==> src/rtl/exhaustive_stim_gen_pkg.sv <==
// Shared definitions for the exhaustive stimulus generator: FSM states and MISR defaults.
package exhaustive_stim_gen_pkg;

    typedef enum logic [1:0] {
        ST_IDLE   = 2'd0,
        ST_HOLD   = 2'd1,
        ST_SAMPLE = 2'd2,
        ST_DONE   = 2'd3
    } state_t;

    localparam logic [15:0] DEF_SIG_POLY = 16'h1021;
    localparam logic [15:0] DEF_SIG_SEED = 16'hFFFF;

endpackage

==> src/rtl/exhaustive_stim_gen_if.sv <==
// Bus between the sweep generator (master) and the bench/DUT side (slave).
interface exhaustive_stim_gen_if #(
    parameter int unsigned N_IN  = 3,
    parameter int unsigned N_OUT = 1,
    parameter int unsigned SIG_W = 16
);
    logic             start;
    logic             abort;
    logic [N_OUT-1:0] dut_out;
    logic [N_IN-1:0]  stim;
    logic [N_IN-1:0]  vec_idx;
    logic             sample;
    logic             busy;
    logic             done;
    logic [SIG_W-1:0] signature;

    modport master (
        input  start, abort, dut_out,
        output stim, vec_idx, sample, busy, done, signature
    );

    modport slave (
        output start, abort, dut_out,
        input  stim, vec_idx, sample, busy, done, signature
    );
endinterface

==> src/rtl/exhaustive_stim_gen_misr.sv <==
// misr_reg: multiple-input signature register folding N_OUT response bits per shift.
module misr_reg
    import exhaustive_stim_gen_pkg::*;
#(
    parameter int unsigned      SIG_W    = 16,
    parameter int unsigned      N_OUT    = 1,
    parameter logic [SIG_W-1:0] SIG_POLY = SIG_W'(DEF_SIG_POLY),
    parameter logic [SIG_W-1:0] SIG_SEED = SIG_W'(DEF_SIG_SEED)
) (
    input  logic             clk,
    input  logic             rst,
    input  logic             load,
    input  logic             shift,
    input  logic [N_OUT-1:0] din,
    output logic [SIG_W-1:0] sig
);

    always_ff @(posedge clk or posedge rst) begin
        if (rst) begin
            sig <= SIG_SEED;
        end else if (load) begin
            sig <= SIG_SEED;
        end else if (shift) begin
            sig <= {sig[SIG_W-2:0], 1'b0}
                 ^ (sig[SIG_W-1] ? SIG_POLY : '0)
                 ^ SIG_W'(din);
        end
    end

endmodule

==> src/rtl/exhaustive_stim_gen.sv <==
// Truth-table sweeper: drives 0..2^N_IN-1, holds each HOLD_CYCLES clocks, strobes sample.
// Macro SIGNATURE_EN enables the MISR signature; otherwise signature is constant 0.
module exhaustive_stim_gen
    import exhaustive_stim_gen_pkg::*;
#(
    parameter int unsigned      N_IN        = 3,
    parameter int unsigned      N_OUT       = 1,
    parameter int unsigned      HOLD_CYCLES = 10,
    parameter int unsigned      SIG_W       = 16,
    parameter logic [SIG_W-1:0] SIG_POLY    = SIG_W'(DEF_SIG_POLY),
    parameter logic [SIG_W-1:0] SIG_SEED    = SIG_W'(DEF_SIG_SEED)
) (
    input logic                  clk,
    input logic                  rst,
    exhaustive_stim_gen_if.master bus
);

    localparam int unsigned      IDX_W    = N_IN + 1;
    localparam int unsigned      CNT_W    = (HOLD_CYCLES > 1) ? $clog2(HOLD_CYCLES) : 1;
    localparam logic [IDX_W-1:0] LAST_IDX = IDX_W'((1 << N_IN) - 1);
    localparam logic [CNT_W-1:0] CNT_LAST = CNT_W'(HOLD_CYCLES - 1);

    state_t           state, state_n;
    logic [CNT_W-1:0] cnt, cnt_n;
    logic [IDX_W-1:0] idx, idx_n;
    logic             busy_q, busy_n;
    logic             done_q, done_n;
    logic             misr_load, misr_shift;

    always_ff @(posedge clk or posedge rst) begin
        if (rst) begin
            state  <= ST_IDLE;
            cnt    <= '0;
            idx    <= '0;
            busy_q <= 1'b0;
            done_q <= 1'b0;
        end else begin
            state  <= state_n;
            cnt    <= cnt_n;
            idx    <= idx_n;
            busy_q <= busy_n;
            done_q <= done_n;
        end
    end

    always_comb begin
        state_n    = state;
        cnt_n      = cnt;
        idx_n      = idx;
        busy_n     = busy_q;
        done_n     = done_q;
        misr_load  = 1'b0;
        misr_shift = 1'b0;
        unique case (state)
            ST_IDLE, ST_DONE: begin
                if (bus.start) begin
                    state_n   = ST_HOLD;
                    busy_n    = 1'b1;
                    done_n    = 1'b0;
                    idx_n     = '0;
                    cnt_n     = '0;
                    misr_load = 1'b1;
                end
            end
            ST_HOLD: begin
                if (bus.abort) begin
                    state_n = ST_IDLE;
                    busy_n  = 1'b0;
                    idx_n   = '0;
                    cnt_n   = '0;
                end else if (cnt == CNT_LAST) begin
                    state_n = ST_SAMPLE;
                end else begin
                    cnt_n = cnt + CNT_W'(1);
                end
            end
            ST_SAMPLE: begin
                // An abort on the sampling clock cancels the sweep before the fold.
                if (bus.abort) begin
                    state_n = ST_IDLE;
                    busy_n  = 1'b0;
                    idx_n   = '0;
                    cnt_n   = '0;
                end else begin
                    misr_shift = 1'b1;
                    if (idx == LAST_IDX) begin
                        state_n = ST_DONE;
                        busy_n  = 1'b0;
                        done_n  = 1'b1;
                    end else begin
                        state_n = ST_HOLD;
                        idx_n   = idx + IDX_W'(1);
                        cnt_n   = '0;
                    end
                end
            end
            default: state_n = ST_IDLE;
        endcase
    end

    assign bus.stim    = idx[N_IN-1:0];
    assign bus.vec_idx = idx[N_IN-1:0];
    assign bus.sample  = (state == ST_SAMPLE);
    assign bus.busy    = busy_q;
    assign bus.done    = done_q;

`ifdef SIGNATURE_EN
    logic [SIG_W-1:0] sig;

    misr_reg #(
        .SIG_W   (SIG_W),
        .N_OUT   (N_OUT),
        .SIG_POLY(SIG_POLY),
        .SIG_SEED(SIG_SEED)
    ) u_misr (
        .clk  (clk),
        .rst  (rst),
        .load (misr_load),
        .shift(misr_shift),
        .din  (bus.dut_out),
        .sig  (sig)
    );

    assign bus.signature = sig;
`else
    logic unused_misr;
    assign unused_misr   = ^{misr_load, misr_shift, bus.dut_out, SIG_POLY, SIG_SEED};
    assign bus.signature = '0;
`endif

endmodule

==> src/flat_wrapper.sv <==
// flat-port wrapper written by rule: the top's interface ports become plain ports
module exhaustive_stim_gen_flat import exhaustive_stim_gen_pkg::*;
#(
    parameter int unsigned      N_IN        = 3,
    parameter int unsigned      N_OUT       = 1,
    parameter int unsigned      HOLD_CYCLES = 10,
    parameter int unsigned      SIG_W       = 16,
    parameter logic [SIG_W-1:0] SIG_POLY    = SIG_W'(DEF_SIG_POLY),
    parameter logic [SIG_W-1:0] SIG_SEED    = SIG_W'(DEF_SIG_SEED)
)
  (clk, rst, bus_start, bus_abort, bus_dut_out, bus_stim, bus_vec_idx, bus_sample, bus_busy, bus_done, bus_signature);
  exhaustive_stim_gen_if #(.N_IN(N_IN), .N_OUT(N_OUT), .SIG_W(SIG_W)) bus_i ();
  input logic clk;
  input logic rst;
  input wire logic [$bits(bus_i.start)-1:0] bus_start;
  input wire logic [$bits(bus_i.abort)-1:0] bus_abort;
  input wire logic [$bits(bus_i.dut_out)-1:0] bus_dut_out;
  output wire logic [$bits(bus_i.stim)-1:0] bus_stim;
  output wire logic [$bits(bus_i.vec_idx)-1:0] bus_vec_idx;
  output wire logic [$bits(bus_i.sample)-1:0] bus_sample;
  output wire logic [$bits(bus_i.busy)-1:0] bus_busy;
  output wire logic [$bits(bus_i.done)-1:0] bus_done;
  output wire logic [$bits(bus_i.signature)-1:0] bus_signature;
  assign bus_i.start = bus_start;
  assign bus_i.abort = bus_abort;
  assign bus_i.dut_out = bus_dut_out;
  assign bus_stim = bus_i.stim;
  assign bus_vec_idx = bus_i.vec_idx;
  assign bus_sample = bus_i.sample;
  assign bus_busy = bus_i.busy;
  assign bus_done = bus_i.done;
  assign bus_signature = bus_i.signature;
  exhaustive_stim_gen #(.N_IN(N_IN), .N_OUT(N_OUT), .HOLD_CYCLES(HOLD_CYCLES), .SIG_W(SIG_W), .SIG_POLY(SIG_POLY), .SIG_SEED(SIG_SEED)) u_core (.clk(clk), .rst(rst), .bus(bus_i));
endmodule
==> config.mk <==
export PLATFORM = sky130hd
export DESIGN_NAME = exhaustive_stim_gen_flat
export DESIGN_NICKNAME = d
export VERILOG_FILES = /design/src/rtl/exhaustive_stim_gen_pkg.sv /design/src/rtl/exhaustive_stim_gen_if.sv /design/src/rtl/exhaustive_stim_gen_misr.sv /design/src/rtl/exhaustive_stim_gen.sv /design/src/flat_wrapper.sv
export SDC_FILE = /design/constraint.sdc
export NUM_CORES = 1
export LEC_CHECK = 0
export ABC_CLOCK_PERIOD_IN_PS = 1800
export BUFFER_PORTS_ARGS = -buffer_cell sky130_fd_sc_hd__buf_4
export CELL_PAD_IN_SITES_DETAIL_PLACEMENT = 1
export CELL_PAD_IN_SITES_GLOBAL_PLACEMENT = 2
export CORE_ASPECT_RATIO = 2
export CORE_MARGIN = 1
export CORE_UTILIZATION = 28
export DETAILED_ROUTE_END_ITERATION = 8
export GPL_ROUTABILITY_DRIVEN = 0
export PLACE_DENSITY = 0.87
export SLEW_MARGIN = 5
export SYNTH_ARGS = -nofsm -noshare
export SYNTH_HDL_FRONTEND = slang
export SYNTH_SLANG_ARGS = --single-unit
==> constraint.sdc <==
create_clock -name clk -period 1.8 [get_ports clk]
set_input_delay 0.27 -clock clk [delete_from_list [all_inputs] [get_ports clk]]
set_output_delay 0.27 -clock clk [all_outputs]
set_load 0.01 [all_outputs]
==> impl_metrics.toml <==
[run_status]
status = "finished clean"

[drt]
drt-initial-drc-count = 6
vias = 667
wl_per_cell_um = 13.7
first_pass_iters = 3
viasPerCell = 4.87
drc = 0
antenna_left = 0
wirelength_um = 1880

[sta]
rsz0062_at_grt = "false"
fin_crit_sh_pct = 93.4
finalSetupViolCount = 0
finalCriticalPeriod_ps = 1680
final_max_slew_viol_count = 0
fin_setup_tns_ps = 0
whs_ps = 54.3
fin_skew_ps = 1.68
hold_viol_final = 0
max_freq_ghz = 0.595

[die]
initial_utilization_pct = 29.6
dieHeight_um = 80.9
coreArea_um2 = 2940
die_w_um = 41.4
dieArea_um2 = 3350
pin_count = 30
num_rows = 28

[final_layout]
fin_util_pct = 32.4
final_common_cell = "conb_1"
nets = 118
final_cell_mix = "conb_1 (16), buf_4 (13), dfrtp_1 (12), o21ai_0 (9), inv_1 (6)"
finalInstanceArea_um2 = 955
n_antenna_cell = 0
drive_gt1_share_pct = 20.6
area_growth_pct = 9.63

[worst_setup_path]
arrival_ps = 1850
cp-start-kind = "flip-flop"
worstRegToRegCells = 6
critPathKind = "flip-flop to flip-flop"
cp-end-kind = "flip-flop"
crit_required_ps = 1970
cp_max_fo = 5

[synth]
synth_seq_area_share_pct = 34.5
syn-mean-instance-area_um2 = 8.98
synth_cell_types = 32
ys.warnings.count = 0
syn_inst = 97
yosysTopAreaCell = "dfrtp_1"
yosys-top-cells-area = "dfrtp_1 (34%), buf_4 (19%), ha_1 (7.2%)"
syn_area_um2 = 871
synth-seq-cells = 12
netlist.area_leader.share_pct = 34.5

[pwr]
ir_drop_uv = 404
power.density_nw_per_um2 = 997
p_leak_nw = 0.459

[global_routing]
grt_pass1_vias = 735
grt_max_degree = 13
grt_pass1_wl_um = 3270
grt_usage_pct = 12.6
antenna_found_initial = 0
gr-total-overflow = 0

[clock_network]
cts_max_path_buffers = 2
clk_pin_slew_worst_paths_ps = 60
clkLatencyLatePin_ps = 240
ctsRootBufferMaster = "clkbuf_8"
ctsResizeCount = 0
htreeDepth = 1
cts_tree = "built"
postCtsSetupRepairBufs = 0
cts_made_buffers = 3
cts_hold_buffers = 0
clock-sinks = 12

[flow_run]
drv_cap = 0

[worst_hold_path]
min_path_type = "input port to async pin"

[place]
placed_area_um2 = 897
dp_hpwl_um = 1560
io_buffers = 12
critical path: stages, from the launching register on:
cell	delay, ps
dfrtp_1	370
inv_1	60
ha_1	380
nand2b_2	160
o21ai_2	90
or4_1	470
o21ai_1	80
final timing paths:
kind,start,endpoint,slack (ps)
hold / removal,rst,u_core.cnt[2]$_DFFE_PP0P_,50
hold reg to reg,u_core.bus.busy$_DFFE_PP0P_,u_core.bus.busy$_DFFE_PP0P_,500
max in group asynchronous,rst,u_core.cnt[1]$_DFFE_PP0P_,1410
min in group clk,bus_start,u_core.bus.done$_DFFE_PP0P_,260
setup reg to reg,u_core.state[0]$_DFFE_PP0P_,u_core.cnt[3]$_DFFE_PP0P_,120
setup / recovery,u_core.state[0]$_DFFE_PP0P_,u_core.cnt[3]$_DFFE_PP0P_,120
Yosys cell counts (all sizes together):
library cell  number
dfrtp             12
o31ai              1
or4                1
o2bb2ai            1
a22oi              1
inv                6
or3                1
nand2b             3
and2               1
a31oi              1
ha                 5
mux2i              1
a21oi              4
o21ai             13
nand3b             2
nand4b             1
conb               1
buf               22
and2b              2
nor2               6
o22ai              1
a32o               2
nand2              4
nor3               1
mux2               1
nand3              2
nor2b              1
flip-flops by register name, summed over array words and instances, names as in the netlist:
name	flops
u_core.state	2
u_core.bus.busy	1
u_core.idx	4
u_core.cnt	4
u_core.bus.done	1
metrics by stage:
stage | power, W | worst slack, ps | std cells
after floorplan | 0.000576 | 280 | 112
after global placement | 0.000635 | 146 | 133
after detailed placement | 0.000659 | 102 | 133
after CTS | 0.000960 | 103 | 137
after global routing | 0.00103 | 7.23 | 137
final | 0.000952 | 119 | 137
report_power, final:
part           leakage [nW]  internal (W)  switching (W)  total [W]
sequential            0.162      0.000308      0.0000324   0.000341
combinational         0.268      0.000123       0.000191   0.000314
clock                0.0288      0.000193       0.000104   0.000298
total                 0.459      0.000625       0.000327   0.000952
logic make-up (layout without fill, tap and decap cells):
logic type,count (synthesis),in the layout,share of synthesized area (%)
compound gates,24,24,16.7
flops,12,12,34.5
other cells,1,16,0.431
mux,2,2,2.44
buf+inv,28,23,21.6
fa+ha+maj,5,5,7.18
simple gates,25,25,17.2
layout make-up:
class	instances	area [um2]
multi-input cells	72	442
inverters	6	22.5
fillers	374	1990
well taps	30	37.5
flip-flops and latches	12	300
clock buffers	4	55.1
repair buffers	13	97.6
per-layer routing:
layer | track usage [%] | share of wire [%] | vias to the layer above
li1 | - | - | 316
met1 | 11.9 | 34 | 323
met3 | 2.00 | 4.7 | 4
met4 | 5.16 | 1.1 | 0
met5 | 0 | 0 | -
met2 | 25.5 | 60 | 24
Power figures use the tool's default switching activity.
